[config.mk]
export PLATFORM = sky130hd
export DESIGN_NAME = seq_multiplier_flat
export DESIGN_NICKNAME = d
export VERILOG_FILES = /design/src/rtl/seq_multiplier_if.sv /design/src/rtl/seq_multiplier.sv /design/src/flat_wrapper.sv
export SDC_FILE = /design/constraint.sdc
export NUM_CORES = 1
export LEC_CHECK = 0
export ABC_AREA = 0
export BUFFER_PORTS_ARGS = -buffer_cell sky130_fd_sc_hd__buf_2
export CORE_MARGIN = 2
export CORE_UTILIZATION = 56
export CTS_CLUSTER_SIZE = 30
export DETAILED_ROUTE_END_ITERATION = 8
export HOLD_SLACK_MARGIN = 0.02
export PLACE_DENSITY = 0.85
export RECOVER_POWER = 50
export SETUP_SLACK_MARGIN = 0.15
export SYNTH_ARGS = -nofsm -noshare
export SYNTH_HDL_FRONTEND = slang
export SYNTH_SLANG_ARGS = --single-unit
[constraint.sdc]
create_clock -name clk -period 4.15 [get_ports clk]
set_input_delay 0 -clock clk [delete_from_list [all_inputs] [get_ports clk]]
set_output_delay 0 -clock clk [all_outputs]
set_load 0.01 [all_outputs]
[src/rtl/seq_multiplier_if.sv]
// Request/response bundle between the ALU control unit and the sequential multiplier.
// The master issues operands with start; the slave answers with ready/busy/valid/result.
interface seq_multiplier_if #(
  parameter int WIDTH = 32
);
  logic               start;
  logic               signed_mode;
  logic [WIDTH-1:0]   inp1;
  logic [WIDTH-1:0]   inp2;
  logic               ready;
  logic               busy;
  logic               valid;
  logic [2*WIDTH-1:0] result;

  modport master (
    output start, signed_mode, inp1, inp2,
    input  ready, busy, valid, result
  );

  modport slave (
    input  start, signed_mode, inp1, inp2,
    output ready, busy, valid, result
  );
endinterface

[src/rtl/seq_multiplier.sv]
// Multi-cycle shift-add multiplier: WIDTH/BITS_PER_CYCLE iterations on operand magnitudes,
// sign applied once on the final iteration. Fixed, data-independent latency.
module seq_multiplier #(
  parameter int WIDTH          = 32,
  parameter int BITS_PER_CYCLE = 1
) (
  input  logic          clk,
  input  logic          rst,
  seq_multiplier_if.slave bus
);
  localparam int N  = WIDTH / BITS_PER_CYCLE;
  localparam int CW = (N > 1) ? $clog2(N) : 1;
  localparam logic [CW-1:0] LAST = CW'(N - 1);

  typedef enum logic [1:0] {IDLE, BUSY, DONE} state_t;

  state_t             state_reg, state_next;
  logic [CW-1:0]      cnt_reg;
  logic [2*WIDTH-1:0] acc_reg;
  logic [2*WIDTH-1:0] mcand_reg;
  logic [WIDTH-1:0]   mplier_reg;
  logic               neg_reg;
  logic [2*WIDTH-1:0] result_reg;

  logic [WIDTH-1:0]   mag1, mag2;
  logic               last_iter;
  logic [2*WIDTH-1:0] pp_sum;
  logic [2*WIDTH-1:0] acc_sum;
  logic [2*WIDTH-1:0] pp_term [BITS_PER_CYCLE];

  // Negating -2^(WIDTH-1) yields the same bit pattern, which is its correct unsigned magnitude.
  assign mag1 = (bus.signed_mode && bus.inp1[WIDTH-1]) ? -bus.inp1 : bus.inp1;
  assign mag2 = (bus.signed_mode && bus.inp2[WIDTH-1]) ? -bus.inp2 : bus.inp2;
  assign last_iter = (cnt_reg == LAST);

  // One shifted copy of the multiplicand per multiplier bit retired this cycle.
  genvar gi;
  generate
    for (gi = 0; gi < BITS_PER_CYCLE; gi++) begin : g_pp
      assign pp_term[gi] = mplier_reg[gi] ? (mcand_reg << gi) : '0;
    end
  endgenerate

  always_comb begin
    pp_sum = '0;
    for (int i = 0; i < BITS_PER_CYCLE; i++) begin
      pp_sum = pp_sum + pp_term[i];
    end
    acc_sum = acc_reg + pp_sum;
  end

  always_ff @(posedge clk) begin
    if (rst) state_reg <= IDLE;
    else     state_reg <= state_next;
  end

  always_comb begin
    state_next = state_reg;
    case (state_reg)
      IDLE, DONE: if (bus.start) state_next = BUSY;
      BUSY:       if (last_iter) state_next = DONE;
      default:    state_next = IDLE;
    endcase
  end

  always_ff @(posedge clk) begin
    if (rst) begin
      cnt_reg    <= '0;
      acc_reg    <= '0;
      mcand_reg  <= '0;
      mplier_reg <= '0;
      neg_reg    <= 1'b0;
      result_reg <= '0;
    end else begin
      case (state_reg)
        IDLE, DONE: begin
          if (bus.start) begin
            mcand_reg  <= {{WIDTH{1'b0}}, mag1};
            mplier_reg <= mag2;
            neg_reg    <= bus.signed_mode & (bus.inp1[WIDTH-1] ^ bus.inp2[WIDTH-1]);
            acc_reg    <= '0;
            cnt_reg    <= '0;
          end
        end
        BUSY: begin
          acc_reg    <= acc_sum;
          mcand_reg  <= mcand_reg << BITS_PER_CYCLE;
          mplier_reg <= mplier_reg >> BITS_PER_CYCLE;
          cnt_reg    <= cnt_reg + CW'(1);
          if (last_iter) result_reg <= neg_reg ? -acc_sum : acc_sum;
        end
        default: ;
      endcase
    end
  end

  always_comb begin
    bus.ready  = (state_reg == IDLE) || (state_reg == DONE);
    bus.busy   = (state_reg == BUSY);
    bus.valid  = (state_reg == DONE);
    bus.result = result_reg;
  end
endmodule

[src/flat_wrapper.sv]
// flat-port wrapper written by rule: the top's interface ports become plain ports
module seq_multiplier_flat 
#(
  parameter int WIDTH          = 32,
  parameter int BITS_PER_CYCLE = 1
)
  (clk, rst, bus_start, bus_signed_mode, bus_inp1, bus_inp2, bus_ready, bus_busy, bus_valid, bus_result);
  seq_multiplier_if #(.WIDTH(WIDTH)) bus_i ();
  input  logic clk;
  input  logic rst;
  input wire logic [$bits(bus_i.start)-1:0] bus_start;
  input wire logic [$bits(bus_i.signed_mode)-1:0] bus_signed_mode;
  input wire logic [$bits(bus_i.inp1)-1:0] bus_inp1;
  input wire logic [$bits(bus_i.inp2)-1:0] bus_inp2;
  output wire logic [$bits(bus_i.ready)-1:0] bus_ready;
  output wire logic [$bits(bus_i.busy)-1:0] bus_busy;
  output wire logic [$bits(bus_i.valid)-1:0] bus_valid;
  output wire logic [$bits(bus_i.result)-1:0] bus_result;
  assign bus_i.start = bus_start;
  assign bus_i.signed_mode = bus_signed_mode;
  assign bus_i.inp1 = bus_inp1;
  assign bus_i.inp2 = bus_inp2;
  assign bus_ready = bus_i.ready;
  assign bus_busy = bus_i.busy;
  assign bus_valid = bus_i.valid;
  assign bus_result = bus_i.result;
  seq_multiplier #(.WIDTH(WIDTH), .BITS_PER_CYCLE(BITS_PER_CYCLE)) u_core (.clk(clk), .rst(rst), .bus(bus_i));
endmodule
Word-level counts from Yosys, hierarchy flattened. Cells that the tools add are included.

Add/subtract/negate cells: 5. Eq/ne operators: 5. Multiplexer cells: 15. Bitwise gates (word level): 2. Reductions and logical operators: 10.

Operator list (number): $mux W64 (4); $pmux W64 S2 (2); $mux W32 (3); $add A64 B64 Y64 (1); $neg A32 Y32 (2); $neg A64 Y64 (1); $pmux W32 S2 (1); $pmux W5 S2 (1); $reduce_and A2 Y1 (4); $add A5 B1 Y5 const B (1); $eq A5 B5 Y1 const B (1); $mux W5 (1); $mux W2 (2); $pmux W2 S2 (1); $eq A2 B1 Y1 const B (1); $eq A2 B2 Y1 const B (1); $logic_and A1 B1 Y1 (2); $logic_not A2 Y1 (1); $ne A2 B1 Y1 const B (1); $ne A2 B2 Y1 const B (1); $reduce_bool A2 Y1 (1); $reduce_or A2 Y1 (1); $and A1 B1 Y1 (1); $logic_or A1 B1 Y1 (1); $xor A1 B1 Y1 (1).

Input port bits: 68. Output and inout bits: 67. Bits in registers: 232. Logic and storage cells: 44.

Longest topological paths before layout.
Depth after elaboration: 4. Mapped depth: 19. Mapped depth without buffers: 15.

Worst setup path before layout. OpenSTA, ideal clock, no wires.

Path kind: register -> register. Start point: register u_core.mplier_reg[0]. End point: register u_core.result_reg[55] (netlist: u_core.bus.result[55]). Setup time: 0.119 ns. Arrival: 4.340 ns. Period minus slack after synthesis: 4.458 ns. Setup slack: -0.308 ns. Cell stages (with the launch flop): 19. Buffers on the path: 3. Data required time: 4.031 ns. Cells stage by stage: dfxtp_1 clkbuf_1 clkbuf_1 and2_1 ha_1 inv_1 fa_1 nor2b_1 o31a_1 buf_6 o21ai_4 a311oi_1 o21ai_0 a221oi_2 nand4_2 nor4_4 or4b_1 a21o_1 o221a_1.

Word-level cells in the longest chain between the ends: 4.

Ends and longest elaborated chain: from (decl) (line seq_multiplier.sv:21) `logic [WIDTH-1:0] mplier_reg;`; from (signal assigned) (line seq_multiplier.sv:79) `mplier_reg <= mag2;`; from (signal assigned) (line seq_multiplier.sv:88) `mplier_reg <= mplier_reg >> BITS_PER_CYCLE;`; $mux W64 * (line seq_multiplier.sv:40) `assign pp_term[gi] = mplier_reg[gi] ? (mcand_reg << gi) : '0;`; $add A64 B64 Y64 * (line seq_multiplier.sv:49) `acc_sum = acc_reg + pp_sum;`; $neg A64 Y64 (line seq_multiplier.sv:90) `if (last_iter) result_reg <= neg_reg ? -acc_sum : acc_sum;`; $mux W64 * (line seq_multiplier.sv:90); to (signal assigned) (line seq_multiplier.sv:90); to (decl) (line seq_multiplier.sv:23) `logic [2*WIDTH-1:0] result_reg;`.

Every way passes the cells marked *; elsewhere a longest branch is shown, timed or not. A chain may end at the register's enable or synchronous reset.

Worst setup path in the final report.
Start point: register u_core.mplier_reg[0]. End point: register u_core.result_reg[58] (netlist: u_core.bus.result[58]).

Same word-level chain as after synthesis.

==> flow_summary.json <==
{
  "syn_nets": 2340,
  "antenna_found_initial": 4,
  "routedWlPerCell_um": 23.63,
  "dp.final_hpwl_um": 44830,
  "arrival_ns": 4.87,
  "finalWirelength_um": 73980,
  "core_area_um2": 29480,
  "fin_util_pct": 80.11,
  "start_util_pct": 56.71,
  "max_stage_delay_ns": 0.58,
  "hold_path.class": "primary input to register",
  "die_area_um2": 31250,
  "clkSinkCount": 232,
  "drive_gt1_share_pct": 27.35,
  "grt_max_degree": 101,
  "first_iter_violations": 3112,
  "dr.pass1.iters": 8,
  "rrSetupSlack_ns": -0.22,
  "gp_congestion": 0.9971,
  "setup_viol": 29,
  "synth_area_um2": 16720,
  "async_flop_share_pct": 0,
  "min_period_over_period_pct": 105.3,
  "cellLeakagePower_nw": 9.371,
  "timing.rr.start": "u_core.mplier_reg[0]",
  "grt_pass1_wl_um": 108900,
  "cp_slowest_cell": "or4_1",
  "cts-buffers-inserted": 25,
  "grt_overflow": 0,
  "drv_slew": 334,
  "path_buf_inv": 2,
  "ys_warn_count": 0,
  "io-pin-count": 135,
  "worstSetupPathType": "register to register",
  "fmax_mhz": 228.8,
  "die_width_um": 176.8,
  "worstPathCellList": "and2_4 > ha_4 > inv_2 > fa_2 > nor2b_4 > o31a_4 > o21ai_4 > a311oi_4 > or3_4 > a221oi_4 > nand4_4 > buf_6 > nor4_4 > nand4b_4 > or4_1 > nand3_1",
  "worstReg2RegEnd": "u_core.bus.result[58]",
  "drc": 0,
  "cts_tree": "done",
  "rsz0062_at_grt": "yes",
  "syn_inst": 2203,
  "crit_cells": 16,
  "holdPathEnd": "u_core.mcand_reg[3]",
  "cap_violations": 4,
  "synth_seq_cells": 232,
  "synth_area_leaders": "dfxtp_1 (28%), a22oi_1 (7.1%), a21oi_1 (6.4%)",
  "ir_drop_mv": 0.2585,
  "yosysMostFrequentCell": "nor2_1",
  "clk_latency_ns": 0.56,
  "synth_top_area_share_pct": 27.78,
  "run_status": "complete, but fails checks",
  "cts-root-buf": "clkbuf_16",
  "end_kind": "register",
  "htree_levels": 1,
  "hold_viol": 0,
  "ys_types": 108,
  "antenna_left": 0,
  "path_max_fanout": 7,
  "yosys.area.top_type": "dfxtp_1",
  "vias_per_cell": 6.759,
  "port_buffers": 134,
  "final_nets": 2855,
  "grt_use_total_pct": 43.84,
  "reg2regPathDepth": 16,
  "synth_area_per_cell_um2": 7.589,
  "grt_pass1_vias": 20220,
  "clkTransAtPathRegs_ns": 0.07,
  "die_h_um": 176.8,
  "synth_edf_count": 0,
  "hold_slack_ns": 0.08304,
  "syn_to_final_growth_pct": 41.27,
  "seq_area_frac_synth_pct": 27.78,
  "start_kind": "register",
  "powerDensity_nw_per_um2": 248.1,
  "clk_path_buf_depth": 3,
  "slew_headroom_pct": -44.55,
  "vias": 21160,
  "cp.required_ns": 4.65,
  "skew_ns": 0.02818,
  "ys.flop_type": "dfxtp_1",
  "synth_common_cells": "nor2_1 (279), dfxtp_1 (232), a21oi_1 (214), nand2_1 (207), a22oi_1 (159)",
  "fp-row-count": 63,
  "critPathTopFamily": "simple AND/OR/NAND/NOR gates",
  "worstHoldStart": "bus_inp1[1]",
  "postLayoutSetupSlackWorst_ns": -0.2214,
  "final.min_clock_period_ns": 4.371,
  "holdPathStages": 5,
  "violations": "capacitance limit, slew limit, setup timing",
  "tightest_slew_ns": 2.168
}
==> area by class of cell <==
cell class / instances / area [um^2]
inverters: 30 / 113.9
flip-flops and latches: 232 / 4649
clock inverters: 13 / 147.6
diodes: 6 / 15.01
well taps: 390 / 488.0
clock buffers: 31 / 688.2
fillers: 1869 / 5863
repair buffers: 631 / 4702
multi-input cells: 1798 / 12810
==> report_power, final <==
group	total [W]	switching (W)	internal [W]	leakage, nW
Clock	0.00237	0.00101	0.00136	0.422
Sequential	0.00235	0.0000636	0.00228	1.88
Combinational	0.00114	0.000672	0.000471	7.07
==> worst max-delay path by stage <==
stage / from / end
2_1_floorplan: u_core.mplier_reg[0] / u_core.bus.result[55]
3_3_place_gp: u_core.mplier_reg[0] / u_core.bus.result[59]
3_5_place_dp: u_core.mplier_reg[0] / u_core.bus.result[59]
4_1_cts: u_core.mplier_reg[0] / u_core.bus.result[55]
5_1_grt: u_core.mplier_reg[0] / u_core.bus.result[54]
6_report: u_core.mplier_reg[0] / u_core.bus.result[58]
==> kinds of logic (layout without fill, tap and decap cells) <==
family / after synthesis / count (layout) / synth area share [%]
fa+ha+maj: 69 / 69 / 5.209
mux: 9 / 9 / 0.5538
xor+xnor: 137 / 137 / 7.177
flops: 232 / 232 / 27.78
compound gates: 751 / 751 / 30.47
buf+inv: 173 / 705 / 4.019
simple gates: 832 / 832 / 24.79
other cells: 0 / 6 / 0
==> worst reg2reg max path: stages, from the launching register on <==
cell and delay (ns):
dfxtp_4 0.38, and2_4 0.17, ha_4 0.15, inv_2 0.05
fa_2 0.24, nor2b_4 0.06, o31a_4 0.41, o21ai_4 0.31
a311oi_4 0.16, or3_4 0.44, a221oi_4 0.35, nand4_4 0.19
buf_6 0.17, nor4_4 0.34, nand4b_4 0.24, or4_1 0.58
nand3_1 0.09
==> per-layer routing <==
metal | GRT usage [%] | up-vias | share of wire, %
met4 | 20.49 | 0 | 5.9
li1 | - | 9149 | -
met5 | 0.9615 | - | 0
met2 | 69.17 | 1660 | 43
met3 | 10.50 | 444 | 12
met1 | 56.39 | 9910 | 39
==> metrics by stage <==
stage	TNS, ns	instance area [um^2]	total power (W)	std cells	setup WS (ns)
3_5_place_dp	-6.529	20110	0.003190	2928	-0.4384
5_1_grt	-7.118	23610	0.005962	3128	-0.3004
6_report	-2.781	23620	0.005861	3131	-0.2214
2_1_floorplan	0	16910	0.002878	2203	0.06497
4_1_cts	-0.1955	23090	0.005665	3108	-0.1034
3_3_place_gp	-3.671	20110	0.003165	2928	-0.3048
==> placed cells by master (no fill, tap or decap), drive strengths merged, types with 37 or more instances in the layout <==
cell         count
buf            449
nor2           279
dfxtp          232
a21oi          219
nand2          208
a22oi          159
dlygate4sd3    112
o21ai          106
clkbuf         101
and2            88
xor2            77
a211oi          69
ha              68
xnor2           60
nor3            45
nand4           37
==> timing repair <==
| action | CTS | global route |
|---|---|---|
| pin swaps | 55 | 62 |
| hold buffers | 112 | 0 |
| endpoints found under the setup margin | 42 | 50 |
| gates resized for setup | 151 | 97 |
| setup buffers | 24 | 17 |
| hold endpoints to repair | 91 | 0 |
(Power assumes the default switching activity.)
